<file path="config.mk">
export PLATFORM = sky130hd
export DESIGN_NAME = fetch_unit
export DESIGN_NICKNAME = d
export VERILOG_FILES = /design/src/rtl/fetch_unit_pkg.sv /design/src/rtl/fetch_unit_pc_counter.sv /design/src/rtl/fetch_unit.sv
export SDC_FILE = /design/constraint.sdc
export NUM_CORES = 1
export LEC_CHECK = 0
export ABC_AREA = 1
export CORE_MARGIN = 2
export CORE_UTILIZATION = 41
export CTS_CLUSTER_DIAMETER = 120
export DETAILED_ROUTE_END_ITERATION = 8
export GPL_TIMING_DRIVEN = 0
export PLACE_DENSITY_LB_ADDON = 0.12
export SKIP_CTS_REPAIR_TIMING = 1
export SYNTH_ARGS = -nofsm -noshare
export SYNTH_HDL_FRONTEND = slang
export SYNTH_SLANG_ARGS = --single-unit
</file>
<file path="constraint.sdc">
create_clock -name clk -period 1.72 [get_ports clk]
set_input_delay 0.344 -clock clk [delete_from_list [all_inputs] [get_ports clk]]
set_output_delay 0.344 -clock clk [all_outputs]
set_load 0.005 [all_outputs]
</file>
<file path="src/rtl/fetch_unit_pkg.sv">
// rtl/fetch_unit_pkg.sv - shared state encoding, instruction field layout and opcodes
package fetch_unit_pkg;

    typedef enum logic [1:0] {
        S_IDLE  = 2'd0,
        S_FETCH = 2'd1,
        S_ISSUE = 2'd2,
        S_HALT  = 2'd3
    } fetch_state_t;

    // Instruction word layout
    localparam int REG_MSB  = 13;
    localparam int REG_LSB  = 12;
    localparam int CODE_MSB = 11;
    localparam int CODE_LSB = 8;
    localparam int DATA_MSB = 7;
    localparam int DATA_LSB = 0;

    // Opcodes shared with the execute stage
    localparam logic [3:0] OP_NOP   = 4'h0;
    localparam logic [3:0] OP_LOAD  = 4'h1;
    localparam logic [3:0] OP_ADD   = 4'h2;
    localparam logic [3:0] OP_SUB   = 4'h3;
    localparam logic [3:0] OP_JMP   = 4'h4;
    localparam logic [3:0] OP_JZ    = 4'h5;
    localparam logic [3:0] OP_STORE = 4'h6;
    localparam logic [3:0] OP_HALT  = 4'hF;

endpackage

</file>
<file path="src/rtl/fetch_unit_pc_counter.sv">
// rtl/fetch_unit_pc_counter.sv - program counter with clear, load and modulo-PROG_LEN increment
//
// Ports:
//   clk, rst_n   clock, asynchronous active-low reset
//   clear        force pc to RESET_PC (highest priority)
//   load         load load_addr (caller guarantees it is in range)
//   load_addr    jump target
//   inc          advance pc, wrapping PROG_LEN-1 -> RESET_PC
//   pc           current program counter
module pc_counter #(
    parameter int ADDR_W   = 5,
    parameter int PROG_LEN = 16,
    parameter int RESET_PC = 0
) (
    input  logic              clk,
    input  logic              rst_n,
    input  logic              clear,
    input  logic              load,
    input  logic [ADDR_W-1:0] load_addr,
    input  logic              inc,
    output logic [ADDR_W-1:0] pc
);

    localparam logic [ADDR_W-1:0] LAST_PC  = ADDR_W'(PROG_LEN - 1);
    localparam logic [ADDR_W-1:0] START_PC = ADDR_W'(RESET_PC);

    always_ff @(posedge clk or negedge rst_n) begin
        if (!rst_n) begin
            pc <= START_PC;
        end else if (clear) begin
            pc <= START_PC;
        end else if (load) begin
            pc <= load_addr;
        end else if (inc) begin
            // Wrap at the program length, not at 2^ADDR_W
            pc <= (pc == LAST_PC) ? START_PC : pc + ADDR_W'(1);
        end
    end

endmodule

</file>
<file path="src/rtl/fetch_unit.sv">
// rtl/fetch_unit.sv - instruction fetch stage: PC, ROM access, IR and issue handshake
//
// Ports:
//   clk, rst_n    clock, asynchronous active-low reset
//   start         begin fetching at RESET_PC (honoured in IDLE and HALT)
//   stall         execute busy; holds the issued instruction
//   jump_en       PC load request, sampled only when an instruction is consumed
//   jump_addr     jump target
//   rom_oe        ROM output enable (FETCH only)
//   rom_addr      ROM address, equal to pc
//   rom_data      combinational ROM read data
//   instr_valid   instruction fields valid for execute
//   instr_reg     IR[13:12] register select
//   instr_code    IR[11:8] operation code
//   instr_data    IR[7:0] immediate
//   pc            address of the next fetch
//   halted        HALT state reached
//   jump_fault    one-cycle pulse after an out-of-range jump
module fetch_unit
    import fetch_unit_pkg::*;
#(
    parameter int         ADDR_W    = 5,
    parameter int         INSTR_W   = 16,
    parameter int         PROG_LEN  = 16,
    parameter int         RESET_PC  = 0,
    parameter logic [3:0] HALT_CODE = OP_HALT
) (
    input  logic               clk,
    input  logic               rst_n,
    input  logic               start,
    input  logic               stall,
    input  logic               jump_en,
    input  logic [ADDR_W-1:0]  jump_addr,
    output logic               rom_oe,
    output logic [ADDR_W-1:0]  rom_addr,
    input  logic [INSTR_W-1:0] rom_data,
    output logic               instr_valid,
    output logic [1:0]         instr_reg,
    output logic [3:0]         instr_code,
    output logic [7:0]         instr_data,
    output logic [ADDR_W-1:0]  pc,
    output logic               halted,
    output logic               jump_fault
);

    localparam logic [ADDR_W:0] PROG_LEN_X = (ADDR_W + 1)'(PROG_LEN);

    fetch_state_t        state;
    logic [INSTR_W-1:0]  ir;
    logic                consume;
    logic                jump_ok;
    logic                restart;
    logic                unused_ir_top;
    logic                unused_rom_top;

    assign consume = (state == S_ISSUE) && !stall;
    assign jump_ok = ({1'b0, jump_addr} < PROG_LEN_X);
    assign restart = start && ((state == S_IDLE) || (state == S_HALT));

    // A bad jump lands on RESET_PC through the same path as a restart
    pc_counter #(
        .ADDR_W   (ADDR_W),
        .PROG_LEN (PROG_LEN),
        .RESET_PC (RESET_PC)
    ) u_pc (
        .clk       (clk),
        .rst_n     (rst_n),
        .clear     (restart || (consume && jump_en && !jump_ok)),
        .load      (consume && jump_en && jump_ok),
        .load_addr (jump_addr),
        .inc       (consume && !jump_en),
        .pc        (pc)
    );

    assign rom_addr   = pc;
    assign instr_reg  = ir[REG_MSB:REG_LSB];
    assign instr_code = ir[CODE_MSB:CODE_LSB];
    assign instr_data = ir[DATA_MSB:DATA_LSB];

    // Bits above the register field carry no meaning for fetch
    assign unused_ir_top  = ^ir[INSTR_W-1:REG_MSB+1];
    assign unused_rom_top = ^rom_data[INSTR_W-1:REG_MSB+1];

    always_ff @(posedge clk or negedge rst_n) begin
        if (!rst_n) begin
            state       <= S_IDLE;
            ir          <= '0;
            rom_oe      <= 1'b0;
            instr_valid <= 1'b0;
            halted      <= 1'b0;
            jump_fault  <= 1'b0;
        end else begin
            jump_fault <= 1'b0;
            case (state)
                S_IDLE: begin
                    if (start) begin
                        state  <= S_FETCH;
                        rom_oe <= 1'b1;
                    end
                end
                S_FETCH: begin
                    ir     <= rom_data;
                    rom_oe <= 1'b0;
                    // A HALT word is latched but never presented as valid
                    if (rom_data[CODE_MSB:CODE_LSB] == HALT_CODE) begin
                        state  <= S_HALT;
                        halted <= 1'b1;
                    end else begin
                        state       <= S_ISSUE;
                        instr_valid <= 1'b1;
                    end
                end
                S_ISSUE: begin
                    if (!stall) begin
                        state       <= S_FETCH;
                        instr_valid <= 1'b0;
                        rom_oe      <= 1'b1;
                        jump_fault  <= jump_en && !jump_ok;
                    end
                end
                S_HALT: begin
                    if (start) begin
                        state  <= S_FETCH;
                        halted <= 1'b0;
                        rom_oe <= 1'b1;
                    end
                end
                default: begin
                    state <= S_IDLE;
                end
            endcase
        end
    end

endmodule

</file>
==> impl_results.md, run 1 <==
- Mapped Cells: 149
- Largest net degree at the start of global routing: 26
- Total number of vias: 1160
- 1st-pass router iterations: 4
- Min setup slack post-route: 49.42 ps
- Syn_area_per_cell: 8.120 um2
- Post-DRT Antenna Nets: 0
- Layout Area Growth over Synthesis: 52.64%
- Hold Path Class: reg2reg
- Setup TNS: 0 ps
- Final period util: 97.13%
- Avg WL per Cell: 12.11 um
- Final RePlAce weighted congestion: 0.7007
- # DRC: 0
- ANT cells: 0
- Yosys top cell area share: 51.71%
- First-pass GRT wire length: 4650 um
- Clock sink count: 25
- CTS clk-pin slew, worst paths: 140 ps
- Cell row count: 19
- HPWL Detailed: 2056 um
- I/O Buffers: 51
- Synth area leaders: dfrtp_1, nand2_1, ha_1
- Compound-Gate Fraction of Synth Area: 4.447%
- Pre-CTS worst setup slack: -18.84 ps
- Crit start category: flop
- Critical path's largest stage delay: 450 ps
- Share of cells above drive strength 1: 13.33%
- Via density per instance: 4.813
- Initial Util: 43.50%
- Leakage: 0.9882 nW
- EDFF count, synth: 0
- Adder-cell share of the synthesized area: 4.137%
- Final nets: 241
- CTS root buf: clkbuf_4
- Crit-path slowest cell: dfrtp_2
- GRT overflow: 0
- Mux share of post-synthesis cell area: 0%
- Number of global-route vias before repair: 1089
- Max-slew violations: 0
- WL final: 2919 um
- Synth Area in XOR/XNOR: 0.7239%
- FMAX: 0.5986 GHz
- Final hold slack: 486.6 ps
- Simple-gate share of the synthesized area: 30.82%
- Ports: 54
- Synth area leader: dfrtp_1
- Clk_skew: 3.788 ps
- Cell breakdown of the critical path: buf_4 -> clkdlybuf4s50_1
- Unrepaired setup endpoints after global routing: no
- Async S/R FF share, synth: 100.0%
- # setup viols final: 0
- CP required: 1380 ps
- Pwr dens: 1361 nW/um2
- Clk buf depth: 2
- Final hold viol count: 0
- Post-layout util: 66.40%
- Die Wd: 58.33 um
- Maximum capacitance violations: 0
- Most common cell in the synthesized netlist: nand2_1
- Syn Std Cell Area: 1210 um2
- First DRT Iteration DRCs: 45
- Worst-Margin Slew: 1095 ps
- Seq/Total Area, Yosys: 51.71%
- Largest delay contributor family on the critical path: buffers and inverters
- Total power: 0.002514 W
- Crit path buffers/inverters: 2
- Commonest cells post-synth: nand2_1, dfrtp_1, inv_1, nor2_1
- Synth cell types: 23
- Largest family of logic cells by synthesized area: simple AND/OR/NAND/NOR gates
- Die footprint: 3402 um2
- Primary FF master, synth: dfrtp_1
- CTS H-tree depth: 1
- Worst Setup Path Type: reg2out
- CORE AREA: 2781 um2
- Clock tree from TritonCTS: yes
- Cts bufs inserted: 3
- Later-pin clock latency in the skew report: 310 ps
- Worst Path Arrival: 1330 ps
- Synth warn: 0
- Critical Path End Type: primary output
- Status: completed
- DIE HEIGHT: 58.33 um
- VDD IR-drop max: 0.9600 mV
- Gr usage total: 17.18%
- Slew HR: 26.76%
- CP max FO: 4
- Initial antenna violation count: 0
- Post-Syn Nets: 179
- Minimum clock period: 1671 ps
- Synth Register Bits: 25
final timing paths:
| kind | from | to | slack, ps | depth (start not counted) |
|---|---|---|---|---|
| setup reg to reg | state[1]$_DFFE_PN0P_ | ir[3]$_DFFE_PN0N_ | 210 | 7 |
| max in group asynchronous | rst_n | u_pc.pc[1]$_DFFE_PN0P_ | 390 | 1 |
| setup / recovery | u_pc.pc[1]$_DFFE_PN0P_ | rom_addr[1] | 50 | 2 |
| hold reg to reg | ir[5]$_DFFE_PN0N_ | ir[5]$_DFFE_PN0N_ | 490 | 2 |
| hold / removal | ir[5]$_DFFE_PN0N_ | ir[5]$_DFFE_PN0N_ | 490 | 2 |
| min in group asynchronous | rst_n | ir[9]$_DFFE_PN0N_ | 600 | 1 |
logic make-up after synthesis:
kind of cell,Yosys count
compound gates,9
xor+xnor,1
fa+ha+maj,4
buf+inv,20
flops,25
simple gates,90
final cells by class:
type / count / area [um2]
plain buffers: 8 / 52.55
inverters: 12 / 46.29
repair buffers: 57 / 565.5
clock buffers: 3 / 22.52
well taps: 31 / 38.79
multi-input cells: 104 / 485.5
clock inverters: 1 / 5.005
fillers: 232 / 934.6
flip-flops and latches: 25 / 630.6
cells in the final DEF, fill, tap and decap left out, types with 2 or more instances in the layout:
master / synthesis / layout
nand4_1: 3 / 3
o21ai_0: 5 / 5
clkbuf_4: 0 / 3
ha_1: 4 / 4
dlymetal6s2s_1: 0 / 4
nand3_1: 5 / 5
dfrtp_1: 25 / 21
buf_4: 5 / 11
buf_2: 3 / 3
nor2_1: 7 / 7
clkinv_2: 1 / 2
inv_1: 9 / 9
dfrtp_2: 0 / 4
nand2_1: 70 / 70
clkdlybuf4s50_1: 0 / 47
registers in the layout, indices dropped and copies added (netlist names):
name and cells:
u_pc.pc 5, ir 14, instr_valid 1, halted 1, rom_oe 1, jump_fault 1, state 2
power breakdown:
group          internal [W]  switching (W)
clock             0.0000868       0.000177
sequential         0.000830       0.000137
combinational      0.000685       0.000597
metrics by stage:
stage          instances  instance area [um2]
2_1_floorplan        149                 1210
3_3_place_gp         231                 1759
3_5_place_dp         231                 1759
4_1_cts              235                 1787
5_1_grt              241                 1847
6_report             241                 1847
routing by layer:
layer | routed length [um] | vias to the layer above | GRT usage, %
met3 | 186 | 6 | 2.637
met5 | 0 | - | 0
met2 | 1483 | 39 | 31.62
met1 | 1196 | 534 | 21.00
met4 | 52 | 0 | 3.987
li1 | - | 581 | -
worst register-to-register path, stage by stage, from the launching register on:
cell and delay [ps]:
dfrtp_1 430, inv_1 80, ha_1 130, buf_2 170, clkinv_1 220, buf_2 260
nand2_1 90, nand2_1 50
Note: power is estimated with default switching activity, not from simulation.
==> run 2, diff against run 1 <==
GPL_TIMING_DRIVEN = 1   (was 0)
SLEW_MARGIN = 5   (was unset)
==> run 2 against run 1 <==
Maximum frequency grew 2.0%. Sequential power up 0.5%. Non-clock buffer count fell by 11. Worst setup slack gained 32 ps. Global-route usage rose by 0.13 points. Critical path depth shrank 1. Register-to-register slack gained 60 ps. Sequential share of layout area grew 1.7 points. Total power shrank 1.9%. Sequential cell count is the same. Clock skew grew 3.4 ps. Critical endpoint is now pc[2].
==> impl_results.md, run 2 (same netlist as run 1, synthesis figures left out) <==
- Status: completed
- Maximum capacitance violations: 0 (unchanged)
- Worst Setup Path Type: reg2out
- CTS clk-pin slew, worst paths: 130 ps (about the same)
- CP required: 1380 ps (about the same)
- Ports: 54 (unchanged)
- Largest net degree at the start of global routing: 26 (unchanged)
- ANT cells: 0 (unchanged)
- Crit-path slowest cell: clkdlybuf4s50_1
- Post-DRT Antenna Nets: 0 (unchanged)
- Share of cells above drive strength 1: 8.040% (-5.3 points)
- Routed wl met3: 173 um (-7.0%)
- First DRT Iteration DRCs: 40 (-11%)
- Die Wd: 58.33 um (unchanged)
- Minimum clock period: 1639 ps (-32.01 ps)
- Later-pin clock latency in the skew report: 310 ps (about the same)
- Die footprint: 3402 um2 (unchanged)
- Biggest regs: ir x14, u_pc.pc x5, state x2
- WL final: 2628 um (-10%)
- Most common cell after layout, fill and taps aside: nand2_1
- Unrepaired setup endpoints after global routing: no
- Cell breakdown of the critical path: clkdlybuf4s50_1
- Logic pwr share: 50.3% (-0.7 points)
- Worst Path Arrival: 1290 ps (-40 ps)
- VDD IR-drop max: 0.8652 mV (-9.9%)
- Layout Area Growth over Synthesis: 45.50%
- CP max FO: 8 (+4)
- Final RePlAce weighted congestion: 0.7485 (+6.8%)
- Final hold viol count: 0 (unchanged)
- Initial antenna violation count: 0 (unchanged)
- P_int: 0.001584 W (-1.1%)
- HPWL Detailed: 2058 um (+0.13%)
- First-pass GRT wire length: 4540 um (-2.4%)
- Critical Path End Type: primary output
- Levels on crit path: 1 (-1)
- Clk_skew: 7.195 ps (+3.407 ps)
- Clk buf depth: 2 (unchanged)
- Pre-CTS worst setup slack: 161.9 ps (+180.7 ps)
- Clock sink count: 25 (unchanged)
- Max-slew violations: 0 (unchanged)
- Number of global-route vias before repair: 1078 (-1.0%)
- WL met2: 1311 um (-12%)
- Total number of vias: 1085 (-6.5%)
- Top Layer Used: met4
- FMAX: 0.6103 GHz (+2.0%)
- Gr usage total: 17.31% (+0.13 points)
- Flop pwr share: 39.4% (+0.9 points)
- Max reg flops: 14 (unchanged)
- Largest delay contributor family on the critical path: buffers and inverters
- I/O Buffers: 51 (unchanged)
- Pwr dens: 1401 nW/um2 (+2.9%)
- Top reg by flops: ir
- Cts bufs inserted: 3 (unchanged)
- DIE HEIGHT: 58.33 um (unchanged)
- Leakage: 0.8561 nW (-13%)
- Via density per instance: 4.717 (-2.0%)
- Clock Power Share: 10.3% (-0.2 points)
- Slew HR: 79.09% (+52 points)
- CORE AREA: 2781 um2 (unchanged)
- Wl on met1: 1125 um (-5.9%)
- GRT overflow: 0 (unchanged)
- Critical path's largest stage delay: 520 ps (+70 ps)
- # setup viols final: 0 (unchanged)
- Psw: 0.0008811 W (-3.4%)
- # DRC: 0 (unchanged)
- Hold Path Class: in2async
- Sw Share: 35.74% (-0.54 points)
- Crit Reg-Reg Endpoint: u_pc.pc[0]$_DFFE_PN0P_
- Final nets: 230 (-4.6%)
- R2R setup slack: 270 ps (+60 ps)
- Crit start category: flop
- Cell row count: 19 (unchanged)
- Critical R2R Launch: state[0]$_DFFE_PN0P_
- CTS root buf: clkbuf_4
- Final period util: 95.27% (-1.9 points)
- Worst setup endpoint: pc[2]
- 1st-pass router iterations: 4 (unchanged)
- Initial Util: 43.50% (unchanged)
- CTS H-tree depth: 1 (unchanged)
- Worst setup path startpoint: u_pc.pc[2]$_DFFE_PN0P_
- Clock tree from TritonCTS: yes
- Post-layout util: 63.29% (-3.1 points)
- Crit path buffers/inverters: 1 (-1)
- Most frequent cells in the layout: nand2_1, clkdlybuf4s50_1, dfrtp_1
- Avg WL per Cell: 11.43 um (-5.7%)
- Min setup slack post-route: 81.42 ps (+32.01 ps)
- Register-to-Register Path Depth: 9 (+2)
- Worst-Margin Slew: 313.6 ps (-781.6 ps)
## run 2: changes by cell type in the layout (fill, tap and decap cells not counted), sizes merged
cell	previous run	this run
buf	14	3
clkbuf	3	4
clkdlybuf4s50	47	51
clkinv	3	2
dlymetal6s2s	4	0
## run 2: how the worst min path moves through the flow
| stage | start | end | slack [ps] |
|---|---|---|---|
| detailed placement | ir[10]$_DFFE_PN0N_ | ir[10]$_DFFE_PN0N_ | 460 |
| floorplan | rst_n | halted$_DFFE_PN0P_ | 50 |
| global placement | ir[13]$_DFFE_PN0N_ | ir[13]$_DFFE_PN0N_ | 450 |
| global route | rst_n | ir[9]$_DFFE_PN0N_ | 410 |
| finish | rst_n | ir[8]$_DFFE_PN0N_ | 370 |
| CTS | rst_n | ir[8]$_DFFE_PN0N_ | 380 |
## run 2: cell type report
cell class	count	area, um2
inverter	12	46.29
sequential	25	630.6
multi-input combinational	104	485.5
fill	258	1021
clock buffer	4	26.28
timing repair buffer	54	533.0
tap	31	38.79
## run 2: metal layers
metal	vias to the layer above	track usage [%]
li1	558	-
met1	490	21.26
met2	35	31.30
met3	2	3.297
met4	0	3.987
met5	-	0
## run 2: power groups by stage
stage               registers (W)  logic [W]  clock network (W)
finish                   0.000972    0.00124           0.000255
detailed placement       0.000985    0.00126                  0
global placement         0.000971    0.00123                  0
CTS                      0.000973    0.00126           0.000263
global route              0.00101    0.00141           0.000292
floorplan                0.000991   0.000589                  0
## run 2: through the flow
stage	cells	instance area [um2]	hold WS [ps]	power, W	setup TNS (ps)
5_1_grt	230	1760	408.8	0.002714	0
6_report	230	1760	367.6	0.002466	0
3_3_place_gp	226	1729	453.3	0.002205	0
4_1_cts	230	1755	384.5	0.002501	-2.069
3_5_place_dp	226	1729	458.6	0.002246	0
2_1_floorplan	149	1210	48.41	0.001581	0
==> run 3, diff against run 2 <==
CORE_MARGIN = 3   (was 2)
CORE_UTILIZATION = 42   (was 41)
SYNTH_HIERARCHICAL = 1   (was unset)
==> run 3 against run 2 <==
Wire length is 9.4% higher. Clock power is 4% higher. Largest cell class unchanged. Highest routed layer unchanged. Total power is 12% higher. Worst hold slack better by 1.7 ps. Combinational power is 22% higher. Critical endpoint unchanged. Critical path type unchanged. Cell count is 0.87% higher. Sequential cell count stayed put. Worst setup slack worse by 14 ps. Critical path depth stayed put.
==> impl_results.md, run 3 <==
- Async S/R FF share, synth: 100.0% (unchanged)
- Clock tree from TritonCTS: yes
- Synth cell types: 24 (+4.3%)
- FMAX: 0.6051 GHz (-0.85%)
- Status: completed
- Pre-CTS worst setup slack: -34.76 ps (-196.7 ps)
- Post-Syn Nets: 166 (-7.3%)
- Die Wd: 62.20 um (+6.6%)
- Primary FF master, synth: dfrtp_1
- Commonest cells post-synth: nand2_1, dfrtp_1, inv_1, mux2_2
- Gr usage total: 15.51% (-1.8 points)
- Biggest regs: ir x14, u_pc/pc x5, state x2
- Syn_area_per_cell: 9.824 um2 (+21%)
- Synth warn: 6 (+6)
- ANT cells: 0 (unchanged)
- Cell breakdown of the critical path: clkdlybuf4s50_1
- Number of global-route vias before repair: 1066 (-1.1%)
- CTS clk-pin slew, worst paths: 130 ps (about the same)
- Critical Path End Type: primary output
- Post-DRT Antenna Nets: 0 (unchanged)
- Layout Area Growth over Synthesis: 45.38% (about the same)
- Hold Path Class: in2async
- Cts bufs inserted: 3 (unchanged)
- # setup viols final: 0 (unchanged)
- First-pass GRT wire length: 4850 um (+6.8%)
- Critical R2R Launch: state[1]$_DFFE_PN0P_
- Synth area leader: dfrtp_1
- CTS root buf: clkbuf_4
- Crit Reg-Reg Endpoint: u_pc/pc[4]$_DFFE_PN0P_
- # DRC: 0 (unchanged)
- Register-to-Register Path Depth: 9 (unchanged)
- Leakage: 0.8788 nW (+2.6%)
- Most frequent cells in the layout: clkdlybuf4s50_1, nand2_1, dfrtp_1
- VDD IR-drop max: 0.8400 mV (-2.9%)
- Total power: 0.002768 W (+12%)
- Most common cell in the synthesized netlist: nand2_1
- Crit-path slowest cell: clkdlybuf4s50_1
- Ports: 54 (unchanged)
- Worst Path Arrival: 1310 ps (+20 ps)
- Avg WL per Cell: 12.40 um (+8.5%)
- Synth area leaders: dfrtp_1, nand2_1, mux2_2
- Slew HR: 74.88% (-4.2 points)
- Final hold viol count: 0 (unchanged)
- Minimum clock period: 1653 ps (+14.04 ps)
- 1st-pass router iterations: 4 (unchanged)
- Critical path's largest stage delay: 530 ps (about the same)
- Final nets: 222 (-3.5%)
- Yosys top cell area share: 47.17% (-4.5 points)
- Initial antenna violation count: 0 (unchanged)
- Final RePlAce weighted congestion: 0.8021 (+7.2%)
- Synth Register Bits: 25 (unchanged)
- Die footprint: 3868 um2 (+14%)
- CP required: 1380 ps (about the same)
- Clk buf depth: 2 (unchanged)
- Worst-Margin Slew: 374.3 ps (+60.76 ps)
- Final hold slack: 369.3 ps (+1.710 ps)
- Crit path buffers/inverters: 1 (unchanged)
- Max-slew violations: 0 (unchanged)
- Pwr dens: 1435 nW/um2 (+2.5%)
- I/O Buffers: 51 (unchanged)
- CP max FO: 8 (unchanged)
- CORE AREA: 2877 um2 (+3.4%)
- Total number of vias: 1097 (+1.1%)
- Final period util: 96.08% (+0.82 points)
- Seq/Total Area, Yosys: 47.17% (-4.5 points)
- R2R setup slack: 140 ps (-130 ps)
- HPWL Detailed: 2305 um (+12%)
- Cell row count: 19 (unchanged)
- Design area: 1928 um2 (+9.5%)
- Min setup slack post-route: 67.38 ps (-14.04 ps)
- Worst Setup Path Type: reg2out
- Largest net degree at the start of global routing: 26 (unchanged)
- First DRT Iteration DRCs: 20 (-50%)
- Via density per instance: 4.728 (+0.23%)
- Clk_skew: 3.773 ps (-3.422 ps)
- Crit start category: flop
- Share of cells above drive strength 1: 20.53% (+12 points)
- Maximum capacitance violations: 0 (unchanged)
- Largest delay contributor family on the critical path: buffers and inverters
- Syn Std Cell Area: 1326 um2 (+9.6%)
- DIE HEIGHT: 62.20 um (+6.6%)
- Top reg by flops: ir
- Mapped Cells: 135 (-9.4%)
- Placed inst area: 1886 um2 (+9.0%)
- Later-pin clock latency in the skew report: 320 ps (about the same)
- Post-layout util: 67.03% (+3.7 points)
- CTS H-tree depth: 1 (unchanged)
- Max reg flops: 14 (unchanged)
- Initial Util: 46.11% (+2.6 points)
- EDFF count, synth: 0 (unchanged)
- GRT overflow: 0 (unchanged)
- WL final: 2876 um (+9.4%)
- Most common cell after layout, fill and taps aside: clkdlybuf4s50_1
- Clock sink count: 25 (unchanged)
-- run 3: power by group --
part / switching [W] / leakage, nW / internal, W / total, W
clock network: 0.000173 / 0.0150 / 0.0000907 / 0.000264
logic: 0.000573 / 0.562 / 0.000940 / 0.00151
registers: 0.000152 / 0.302 / 0.000839 / 0.000991
-- run 3: per-stage QoR --
stage | cells | TNS [ps]
2_1_floorplan | 135 | 0
3_3_place_gp | 228 | 0
3_5_place_dp | 228 | -52.22
4_1_cts | 232 | -52.16
5_1_grt | 232 | -2.151
6_report | 232 | 0
-- run 3: final cells by class --
cell class                 count  area (um2)
clock buffer                   4       26.28
fill                         235       948.4
inverter                      16       62.56
multi-input combinational     87       581.8
sequential                    25       629.4
tap                           42       52.55
timing repair buffer          58       575.6
-- run 3: metal layers --
metal,up-vias,global-route usage [%],part of all wire [%]
met5,-,0,0
met4,0,4.972,1.0
met3,4,3.784,5.0
met2,29,28.36,52
met1,526,17.68,41
li1,538,-,-
-- run 3: logic make-up (layout without fill, tap and decap cells) --
logic type / after synthesis / after routing / share of synthesized area [%]
fa+ha+maj: 5 / 5 / 4.717
mux: 14 / 14 / 13.59
simple gates: 57 / 57 / 18.77
xor+xnor: 1 / 1 / 0.6605
buf+inv: 23 / 78 / 9.907
compound gates: 10 / 10 / 5.190
flops: 25 / 25 / 47.17
-- run 3: how the worst max path moves through the flow --
stage | end | from | cells after the start | slack, ps
3_3_place_gp | u_pc/pc[1]$_DFFE_PN0P_ | stall | 11 | 9
5_1_grt | u_pc/pc[0]$_DFFE_PN0P_ | state[0]$_DFFE_PN0P_ | 11 | -2
6_report | pc[2] | u_pc/pc[2]$_DFFE_PN0P_ | 1 | 70
4_1_cts | pc[2] | u_pc/pc[2]$_DFFE_PN0P_ | 1 | -30
3_5_place_dp | u_pc/pc[1]$_DFFE_PN0P_ | stall | 11 | -30
2_1_floorplan | u_pc/pc[2]$_DFFE_PN0P_ | state[0]$_DFFE_PN0P_ | 11 | 40
